===== src/rtl/mem_wb_stage_pkg.sv =====
// Shared constants and types for the MEM/WB stage: FSM encodings, memory window base, bus-error word.
// No logic, so no latency and no backpressure of its own.
// The write-back bundle travels as one packed struct between the stage and its pipeline register.
package mem_wb_stage_pkg;

  localparam logic [1:0]  ST_IDLE          = 2'd0;
  localparam logic [1:0]  ST_WAIT          = 2'd1;
  localparam logic [1:0]  ST_DONE          = 2'd2;

  localparam logic [31:0] MEM_BASE_DEFAULT = 32'd1024;
  localparam logic [31:0] BUS_ERR_VAL      = 32'hDEADBEEF;

  typedef struct packed {
    logic        wb_en;
    logic [3:0]  dest;
    logic [31:0] result;
  } wb_t;

endpackage


===== src/rtl/mem_wb_reg.sv =====
// MEM/WB pipeline register feeding register-file write-back.
// Latency 1 cycle; while freeze is high it emits a bubble (wb_en=0) and holds dest/result.
// No backpressure of its own: freeze comes from the memory FSM in the parent stage.
module mem_wb_reg
  import mem_wb_stage_pkg::*;
(
  input  logic clk,
  input  logic rst,
  input  logic freeze,
  input  wb_t  wb_d,
  output wb_t  wb_q
);

  always_ff @(posedge clk) begin
    if (rst) begin
      wb_q <= '0;
    end else if (freeze) begin
      wb_q.wb_en <= 1'b0;
    end else begin
      wb_q <= wb_d;
    end
  end

endmodule


===== src/rtl/mem_wb_stage.sv =====
// MEM/WB stage: runs LDR/STR against a req/ack data memory and registers the write-back values.
// Latency 1 cycle for ALU ops, >=2 cycles for memory ops; freeze stalls upstream until the access is DONE.
// Optional MEM_TIMEOUT_EN aborts a WAIT after TIMEOUT_CYC cycles with a bus-error word and sticky mem_err.
module mem_wb_stage
  import mem_wb_stage_pkg::*;
#(
  parameter int          ADDR_W   = 16,
  parameter logic [31:0] MEM_BASE = MEM_BASE_DEFAULT
`ifdef MEM_TIMEOUT_EN
  ,
  parameter int          TIMEOUT_CYC = 255
`endif
)
(
  input  logic              clk,
  input  logic              rst,
  input  logic              wb_en_in,
  input  logic              mem_r_en_in,
  input  logic              mem_w_en_in,
  input  logic [31:0]       alu_result_in,
  input  logic [31:0]       st_val_in,
  input  logic [3:0]        dest_in,
  output logic              mem_req,
  output logic              mem_we,
  output logic [ADDR_W-1:0] mem_addr,
  output logic [31:0]       mem_wdata,
  input  logic              mem_ack,
  input  logic [31:0]       mem_rdata,
  output logic              freeze,
  output logic              write_back_out,
  output logic [3:0]        dest_wb,
  output logic [31:0]       result_wb
`ifdef MEM_TIMEOUT_EN
  ,
  output logic              mem_err
`endif
);

  logic [1:0]  state;
  logic [1:0]  state_nxt;
  logic [31:0] rdata_q;
  logic        mem_op;
  logic        is_load;
  logic        abort;
  wb_t         wb_d;
  wb_t         wb_q;

  assign mem_op  = mem_r_en_in | mem_w_en_in;
  // A simultaneous read+write is treated as a store.
  assign is_load = mem_r_en_in & ~mem_w_en_in;

  assign mem_req   = ((state == ST_IDLE) & mem_op) | (state == ST_WAIT);
  assign mem_we    = mem_w_en_in;
  assign mem_wdata = st_val_in;
  assign mem_addr  = ADDR_W'((alu_result_in - MEM_BASE) >> 2);
  assign freeze    = mem_op & (state != ST_DONE);

`ifdef MEM_TIMEOUT_EN
  localparam int              CNT_W    = $clog2(TIMEOUT_CYC + 1);
  localparam logic [CNT_W-1:0] CNT_LAST = CNT_W'(TIMEOUT_CYC - 1);

  logic [CNT_W-1:0] wait_cnt;

  // The counter tracks completed WAIT cycles; the last allowed one triggers the abort.
  assign abort = (state == ST_WAIT) & ~mem_ack & (wait_cnt == CNT_LAST);

  always_ff @(posedge clk) begin
    if (rst) begin
      wait_cnt <= '0;
      mem_err  <= 1'b0;
    end else begin
      if (state == ST_WAIT) begin
        wait_cnt <= wait_cnt + 1'b1;
      end else begin
        wait_cnt <= '0;
      end
      if (abort) begin
        mem_err <= 1'b1;
      end
    end
  end
`else
  assign abort = 1'b0;
`endif

  always_comb begin
    state_nxt = state;
    case (state)
      ST_IDLE: begin
        if (mem_op) begin
          state_nxt = mem_ack ? ST_DONE : ST_WAIT;
        end
      end
      ST_WAIT: begin
        if (mem_ack || abort) begin
          state_nxt = ST_DONE;
        end
      end
      ST_DONE: state_nxt = ST_IDLE;
      default: state_nxt = ST_IDLE;
    endcase
  end

  always_ff @(posedge clk) begin
    if (rst) begin
      state <= ST_IDLE;
    end else begin
      state <= state_nxt;
    end
  end

  // Acks arriving with no request outstanding (e.g. after a reset abandoned one) never reach the latch.
  always_ff @(posedge clk) begin
    if (rst) begin
      rdata_q <= '0;
    end else if (mem_req && mem_ack) begin
      rdata_q <= mem_rdata;
    end else if (abort) begin
      rdata_q <= BUS_ERR_VAL;
    end
  end

  assign wb_d.wb_en  = wb_en_in;
  assign wb_d.dest   = dest_in;
  assign wb_d.result = is_load ? rdata_q : alu_result_in;

  mem_wb_reg u_mem_wb_reg (
    .clk    (clk),
    .rst    (rst),
    .freeze (freeze),
    .wb_d   (wb_d),
    .wb_q   (wb_q)
  );

  assign write_back_out = wb_q.wb_en;
  assign dest_wb        = wb_q.dest;
  assign result_wb      = wb_q.result;

endmodule


===== config.mk =====
export PLATFORM = sky130hd
export DESIGN_NAME = mem_wb_stage
export DESIGN_NICKNAME = d
export VERILOG_FILES = /design/src/rtl/mem_wb_stage_pkg.sv /design/src/rtl/mem_wb_reg.sv /design/src/rtl/mem_wb_stage.sv
export SDC_FILE = /design/constraint.sdc
export NUM_CORES = 1
export LEC_CHECK = 0
export CORE_MARGIN = 5
export CORE_UTILIZATION = 40
export DETAILED_ROUTE_END_ITERATION = 8
export GPL_ROUTABILITY_DRIVEN = 0
export PLACE_DENSITY = 0.81
export SETUP_SLACK_MARGIN = 0.3
export SLEW_MARGIN = 20
export SYNTH_ARGS = -nofsm -noshare
export SYNTH_HDL_FRONTEND = slang
export SYNTH_HIERARCHICAL = 1
export SYNTH_SLANG_ARGS = --single-unit

===== constraint.sdc =====
create_clock -name clk -period 1.31 [get_ports clk]
set_input_delay 0.131 -clock clk [delete_from_list [all_inputs] [get_ports clk]]
set_output_delay 0.131 -clock clk [all_outputs]
set_load 0.02 [all_outputs]

==> flow_summary_export.csv, run 1 <==
group,metric,value,unit
min_path,min_path_cells,4,
floorplan,boundaryPins,194,
floorplan,initial_utilization,40.3,%
grt,grt_util_all_layers,16.7,%
synthesis,syn-instance-count,363,
critical_path,timing_worst_setup_path_type,"in2out",
grt,global_route_wire_length_before_repair,15.1,mm
sta,final.setup.worst_slack,-0.0831,ns
synthesis,syn_area,0.00367,mm^2
cts,cts_tree,"built",
synthesis,synth-seq-area-share,38.7,%
grt,grt_max_degree,65,
critical_path,r2r_setup_slack,-0.02,ns
synthesis,synth_nets,470,
critical_path,regToRegStartpoint,"state[0]",
layout,nets,583,
critical_path,cp_top_family,"simple AND/OR/NAND/NOR gates",
pwr,internal_power,3.98,mW
pwr,switching_share_of_total_power,26.7,%
routing,detailroute.via_count,2799,
critical_path,cp.buffers_inverters,2,
pwr,finalPower,5.43,mW
critical_path,worst_path_most_repeated_cell,"buf_6",
critical_path,end_kind,"output port",
floorplan,core_area,0.00911,mm^2
pwr,worst_ir_drop_vdd,0.635,mV
grt,grt_antenna_before_repair,0,
sta,worst_slew_pin_slew,0.355,ns
layout,insertedDiodeCount,0,
sta,slew_violations,0,
synthesis,synth.yosys.warnings,6,
placed_design,detailedPlace.worstSlack,-0.964,ns
critical_path,cp_slowest_stage_delay,0.56,ns
placed_design,hpwlAfterDp,6.26,mm
layout,utilization,58.4,%
layout,area_growth,44.9,%
run_status,outcome,"finished, violations left",
grt,gr-total-overflow,0,
placed_design,numPortBuffers,129,
placed_design,dp.cells,563,
sta,final.min_clock_period,1.39,ns
routing,drt_pass1_iterations,4,
sta,finalSetupViolations,10,
floorplan,die_area,0.0112,mm^2
floorplan,rows,35,
floorplan,die_height,106,um
cts,htreeDepth,3,
cts,cts_sinks,71,
critical_path,crit_required,1.18,ns
sta,unrepaired_setup_endpoints_after_global_routing,"yes",
sta,slew_headroom,76.3,%
cts,cts_buffer_depth,2,
critical_path,rr_worst_depth,6,
synthesis,avgSynthCellArea,10.1,um^2
routing,post-route-drc-count,0,
grt,number_of_global_route_vias_before_repair,2933,
critical_path,cell_type_of_the_slowest_stage_on_the_worst_timing_path,"or4_4",
min_path,hold_start,"alu_result_in[11]",
run_status,violations,"setup timing",
cts,worst_skew_pair.late_latency,0.34,ns
cts,cts_inserted_buffers,9,
sta,finalClockSkew,0.0130,ns
sta,post-route-period-util,106,%
pwr,pwr-share-seq,43.9,%
synthesis,synth.distinct_cells,27,
cts,clk_root_buffer_cell,"clkbuf_8",
layout,final-seq-area,0.00144,mm^2
pwr,combPwrFrac,26.0,%
cts,clkSlewWorstSetupHoldPaths,0.07,ns
min_path,hold-path-endpoint,"u_mem_wb_reg/wb_q[11]",
pwr,power.density,1020,mW/mm^2
layout,multi_input_comb_area,0.00191,mm^2
layout,fill_cells,810,
cts,cts_hold_buf,0,
critical_path,arrival_time_worst_endpoint,1.26,ns
pwr,cellLeakagePower,2.36,nW
sta,timing.final.hold_violations,0,
floorplan,die_x,106,um
pwr,power.share.clock,30.2,%
routing,post_drt_via_cell_ratio,4.74,
run,maxCapViolCount,0,
routing,wl,9.31,mm
routing,detail-route-antenna-nets,0,
critical_path,reg2reg_to,"rdata_q[20]",
sta,fin_worst_hold_slack,0.182,ns
routing,dr.first_iter.drc_count,64,
sta,achievable-frequency,718,MHz
routing,wire_per_inst,15.7,um
layout,stdcell_count,591,
critical_path,critPathMaxFanout,2,
layout,post_route_cells_drive_above_1_share,36.7,%
synthesis,synth_seq_cells,71,
min_path,class_of_the_tightest_hold_or_removal_check,"in2reg",
pwr,power.switching,1.45,mW
critical_path,crit_chain,"buf_6 > or4_4 > nor4_4 > xor2_2 > buf_6",
critical_path,worst_setup_start_kind,"primary input",
==> worst register-to-register path, stage by stage, from the launching register on <==
cell,delay (ns)
dfxtp_4,0.37
nor3_4,0.05
nor3b_4,0.22
buf_6,0.18
buf_12,0.11
buf_16,0.13
mux2i_1,0.19
==> timing repair <==
item / CTS / global route
gates cloned: 6 / 0
gates resized for setup: 286 / 39
pin swaps: 11 / 9
hold endpoints to repair: 0 / 0
endpoints found under the setup margin: 126 / 101
setup buffers: 7 / 0
==> power by group through the flow <==
stage                     Clock (mW)  Combinational, mW  Sequential [mW]
after floorplan                    0              0.786             2.51
after global placement             0               1.26             2.42
after detailed placement           0               1.28             2.43
after CTS                       1.70               1.40             2.38
after global routing            1.78               1.51             2.40
final                           1.64               1.41             2.38
==> layout by cell type (no fill, tap or decap), types with 6 or more instances in the layout <==
| master | count |
|---|---|
| buf_4 | 36 |
| buf_12 | 7 |
| mux2_2 | 30 |
| mux2i_1 | 64 |
| nand2b_1 | 64 |
| nor2_1 | 38 |
| buf_2 | 28 |
| clkdlybuf4s50_1 | 64 |
| buf_6 | 18 |
| buf_16 | 6 |
| clkbuf_8 | 9 |
| dfxtp_1 | 64 |
==> layout make-up <==
class                      instances  share of cell area [%]
multi-input combinational        223                    35.9
timing repair buffer             166                    30.6
sequential                        71                    27.0
tap                              111                    2.61
clock buffer                      11                    2.47
clock inverter                     4                   0.894
inverter                           5                   0.470
==> synthesized netlist by cell type <==
cell	instances	area share, %
nor4_4	1	0.58
clkbuf_1	8	0.82
nand2_1	1	0.10
nand2b_1	65	11
mux2i_1	68	19
buf_12	3	1.6
or3_1	1	0.17
or4_1	1	0.20
nor3b_1	2	0.41
a21oi_1	1	0.14
xor2_1	4	0.95
buf_2	7	0.95
or4_4	1	0.31
xnor2_1	1	0.24
nor3_1	1	0.14
inv_1	5	0.51
ha_1	1	0.34
nor2b_1	1	0.17
buf_6	4	1.2
dfxtp_1	71	39
mux2_2	30	9.2
mux2_1	2	0.61
buf_4	41	8.4
buf_1	1	0.10
nor2_1	40	4.1
o31ai_1	1	0.20
nor4_1	1	0.17
==> cell families after synthesis <==
family          count (synthesis)  share of synthesized area (%)
simple gates                  115                           17.4
mux                           100                           28.4
flops                          71                           38.7
buf+inv                        69                           13.6
xor+xnor                        5                           1.19
compound gates                  2                          0.341
fa+ha+maj                       1                          0.341
==> worst max-delay path by stage <==
| stage | from | endpoint | cells after the start |
|---|---|---|---|
| after floorplan | alu_result_in[13] | mem_addr[15] | 3 |
| after global placement | alu_result_in[13] | mem_addr[15] | 5 |
| after detailed placement | alu_result_in[13] | mem_addr[14] | 5 |
| after CTS | alu_result_in[14] | mem_addr[15] | 5 |
| after global routing | alu_result_in[14] | mem_addr[15] | 5 |
| final | alu_result_in[14] | mem_addr[15] | 5 |
==> layer usage <==
layer	GRT usage, %	part of all wire, %	routed length, um
met1	19.7	42	3880
met2	29.3	50	4700
met3	4.35	6.5	604
met4	5.55	1.4	127
met5	0	0	0
==> flip-flops by register name, summed over array words and instances (netlist names) <==
| signal | cells |
|---|---|
| rdata_q | 32 |
| state | 2 |
| u_mem_wb_reg/wb_q | 37 |
==> metrics by stage <==
step	TNS, ns	cell area (um^2)
final	-0.248	5320
after global routing	-1.37	5320
after CTS	-0.624	5250
after detailed placement	-30.38	4970
after global placement	-27.27	4970
after floorplan	0	3800
Power figures use the tool's default switching activity.
==> run 2: changes to the inputs <==
--- a/config.mk
+++ b/config.mk
@@ -11,6 +11,7 @@
 export GPL_ROUTABILITY_DRIVEN = 0
 export PLACE_DENSITY = 0.81
 export SETUP_SLACK_MARGIN = 0.3
+export SKIP_LAST_GASP = 1
 export SLEW_MARGIN = 20
 export SYNTH_ARGS = -nofsm -noshare
 export SYNTH_HDL_FRONTEND = slang
==> run 2 against run 1 <==
First-iteration DRC count increased by 4.7%. Utilization decreased by 0.069 points. Clock skew increased by 0.00074 ns. Sequential power about the same. Clock power about the same. Cell area decreased by 0.12%. The flow still finishes with violations (setup timing). Highest routed layer unchanged. Total power about the same. Critical endpoint unchanged.
==> flow_summary_export.csv, run 2 (synthesis results as in run 1) <==
group,metric,value,unit
sta,post-route-period-util,106,%
pwr,power.share.clock,30.2,%
cts,worst_skew_pair.late_latency,0.34,ns
cts,clkSlewWorstSetupHoldPaths,0.07,ns
layout,utilization,58.3,%
cts,clk_root_buffer_cell,"clkbuf_8",
critical_path,r2r_setup_slack,-0.02,ns
pwr,pwr-share-seq,43.9,%
cts,htreeDepth,3,
critical_path,rr_worst_depth,6,
cts,cts_inserted_buffers,9,
critical_path,regToRegStartpoint,"state[0]",
floorplan,die_area,0.0112,mm^2
critical_path,arrival_time_worst_endpoint,1.26,ns
sta,worst_slew_pin_slew,0.355,ns
pwr,cellLeakagePower,2.36,nW
layout,nets,583,
floorplan,die_height,106,um
floorplan,boundaryPins,194,
grt,grt-busiest-layer,"met2",
sta,timing.final.hold_violations,0,
grt,global_route_wire_length_before_repair,15.0,mm
layout,largest_register_ffs,37,
pwr,finalPower,5.43,mW
run_status,violations,"setup timing",
critical_path,crit_required,1.18,ns
layout,layout_common_cells,"nand2b_1, mux2i_1, clkdlybuf4s50_1, dfxtp_1, nor2_1",
cts,cts_tree,"built",
min_path,hold-path-endpoint,"u_mem_wb_reg/wb_q[11]",
placed_design,detailedPlace.worstSlack,-0.964,ns
placed_design,hpwlAfterDp,6.26,mm
pwr,power.switching,1.45,mW
sta,slew_headroom,76.3,%
layout,fill_cells,808,
critical_path,reg2reg_to,"rdata_q[20]",
pwr,internal_power,3.98,mW
grt,number_of_global_route_vias_before_repair,2930,
critical_path,end_kind,"output port",
sta,achievable-frequency,718,MHz
layout,post_route_cells_drive_above_1_share,36.7,%
sta,final.setup.worst_slack,-0.0829,ns
critical_path,timing_worst_setup_path_type,"in2out",
grt,grt_util_all_layers,16.7,%
routing,post-route-drc-count,0,
run_status,outcome,"finished, violations left",
layout,largest_registers_in_the_final_layout,"u_mem_wb_reg/wb_q x37, rdata_q x32, state x2",
sta,fin_worst_hold_slack,0.182,ns
sta,unrepaired_setup_endpoints_after_global_routing,"yes",
layout,final-seq-area,0.00144,mm^2
pwr,combPwrFrac,25.9,%
floorplan,rows,35,
floorplan,die_x,106,um
floorplan,initial_utilization,40.3,%
routing,post_drt_via_cell_ratio,4.72,
floorplan,core_area,0.00911,mm^2
cts,cts_sinks,71,
layout,largest_register,"u_mem_wb_reg/wb_q",
sta,slew_violations,0,
routing,wire_per_inst,15.7,um
critical_path,worst_setup_start_kind,"primary input",
critical_path,critPathMaxFanout,2,
run,maxCapViolCount,0,
placed_design,numPortBuffers,129,
grt,gr-total-overflow,0,
cts,cts_buffer_depth,2,
routing,detailroute.via_count,2788,
grt,met1_global_route_usage,19.7,%
layout,insertedDiodeCount,0,
routing,drt_pass1_iterations,4,
grt,met2_usage,29.2,%
routing,wl,9.29,mm
routing,dr.first_iter.drc_count,67,
pwr,worst_ir_drop_vdd,0.635,mV
routing,detail-route-antenna-nets,0,
sta,final.min_clock_period,1.39,ns
min_path,min_path_cells,4,
pwr,power.density,1020,mW/mm^2
sta,finalSetupViolations,10,
sta,finalClockSkew,0.0138,ns
layout,multi_input_comb_area,0.00191,mm^2
layout,area_growth,44.7,%
min_path,hold_start,"alu_result_in[11]",
min_path,class_of_the_tightest_hold_or_removal_check,"in2reg",
grt,grt_antenna_before_repair,0,
pwr,switching_share_of_total_power,26.7,%
grt,grt_use_met3,4.41,%
grt,grt_max_degree,65,
[run 2: what timing repair did]
action | 4_1_cts | 5_1_grt
setup endpoints to repair | 126 | 101
cloned | 6 | 0
buffers inserted | 7 | 0
endpoints found under the hold margin | 0 | 0
pin swaps | 11 | 10
resized for setup | 282 | 41
hold buffers | 0 | 0
[run 2: power groups by stage]
stage	Clock, mW	Combinational [mW]	Sequential [mW]
2_1_floorplan	0	0.786	2.51
3_3_place_gp	0	1.26	2.42
3_5_place_dp	0	1.28	2.43
4_1_cts	1.70	1.39	2.38
5_1_grt	1.78	1.51	2.40
6_report	1.64	1.41	2.38
[run 2: layout make-up]
cell class                 instances  share of cell area (%)
multi-input combinational        223                    36.0
timing repair buffer             166                    30.5
sequential                        71                    27.0
tap                              111                    2.61
clock buffer                      11                    2.47
clock inverter                     4                   0.895
inverter                           5                   0.471
[run 2: worst max-delay path by stage]
stage | startpoint | to | slack (ns) | cells past startpoint
after global routing | alu_result_in[14] | mem_addr[15] | -0.14 | 5
final | alu_result_in[14] | mem_addr[15] | -0.08 | 5
after floorplan | alu_result_in[13] | mem_addr[15] | 0.05 | 3
after global placement | alu_result_in[13] | mem_addr[15] | -0.91 | 5
after detailed placement | alu_result_in[13] | mem_addr[14] | -0.96 | 5
after CTS | alu_result_in[14] | mem_addr[15] | -0.24 | 5
[run 2: through the flow]
stage | TNS, ns | instances | cell area (um^2)
global route | -1.41 | 591 | 5310
detailed placement | -30.38 | 563 | 4970
floorplan | 0 | 363 | 3800
CTS | -0.624 | 591 | 5230
finish | -0.248 | 591 | 5310
global placement | -27.27 | 563 | 4970
[run 2: layer usage]
layer	wire length, um	up-vias	share of wire (%)
met4	142	0	1.5
met3	606	21	6.5
met1	3880	1292	42
met2	4660	95	50
met5	0	-	0
li1	-	1380	-
[run 2: critical path, stage by stage]
cell and delay (ns):
buf_6 0.09, or4_4 0.56, nor4_4 0.19, xor2_2 0.16
buf_6 0.13
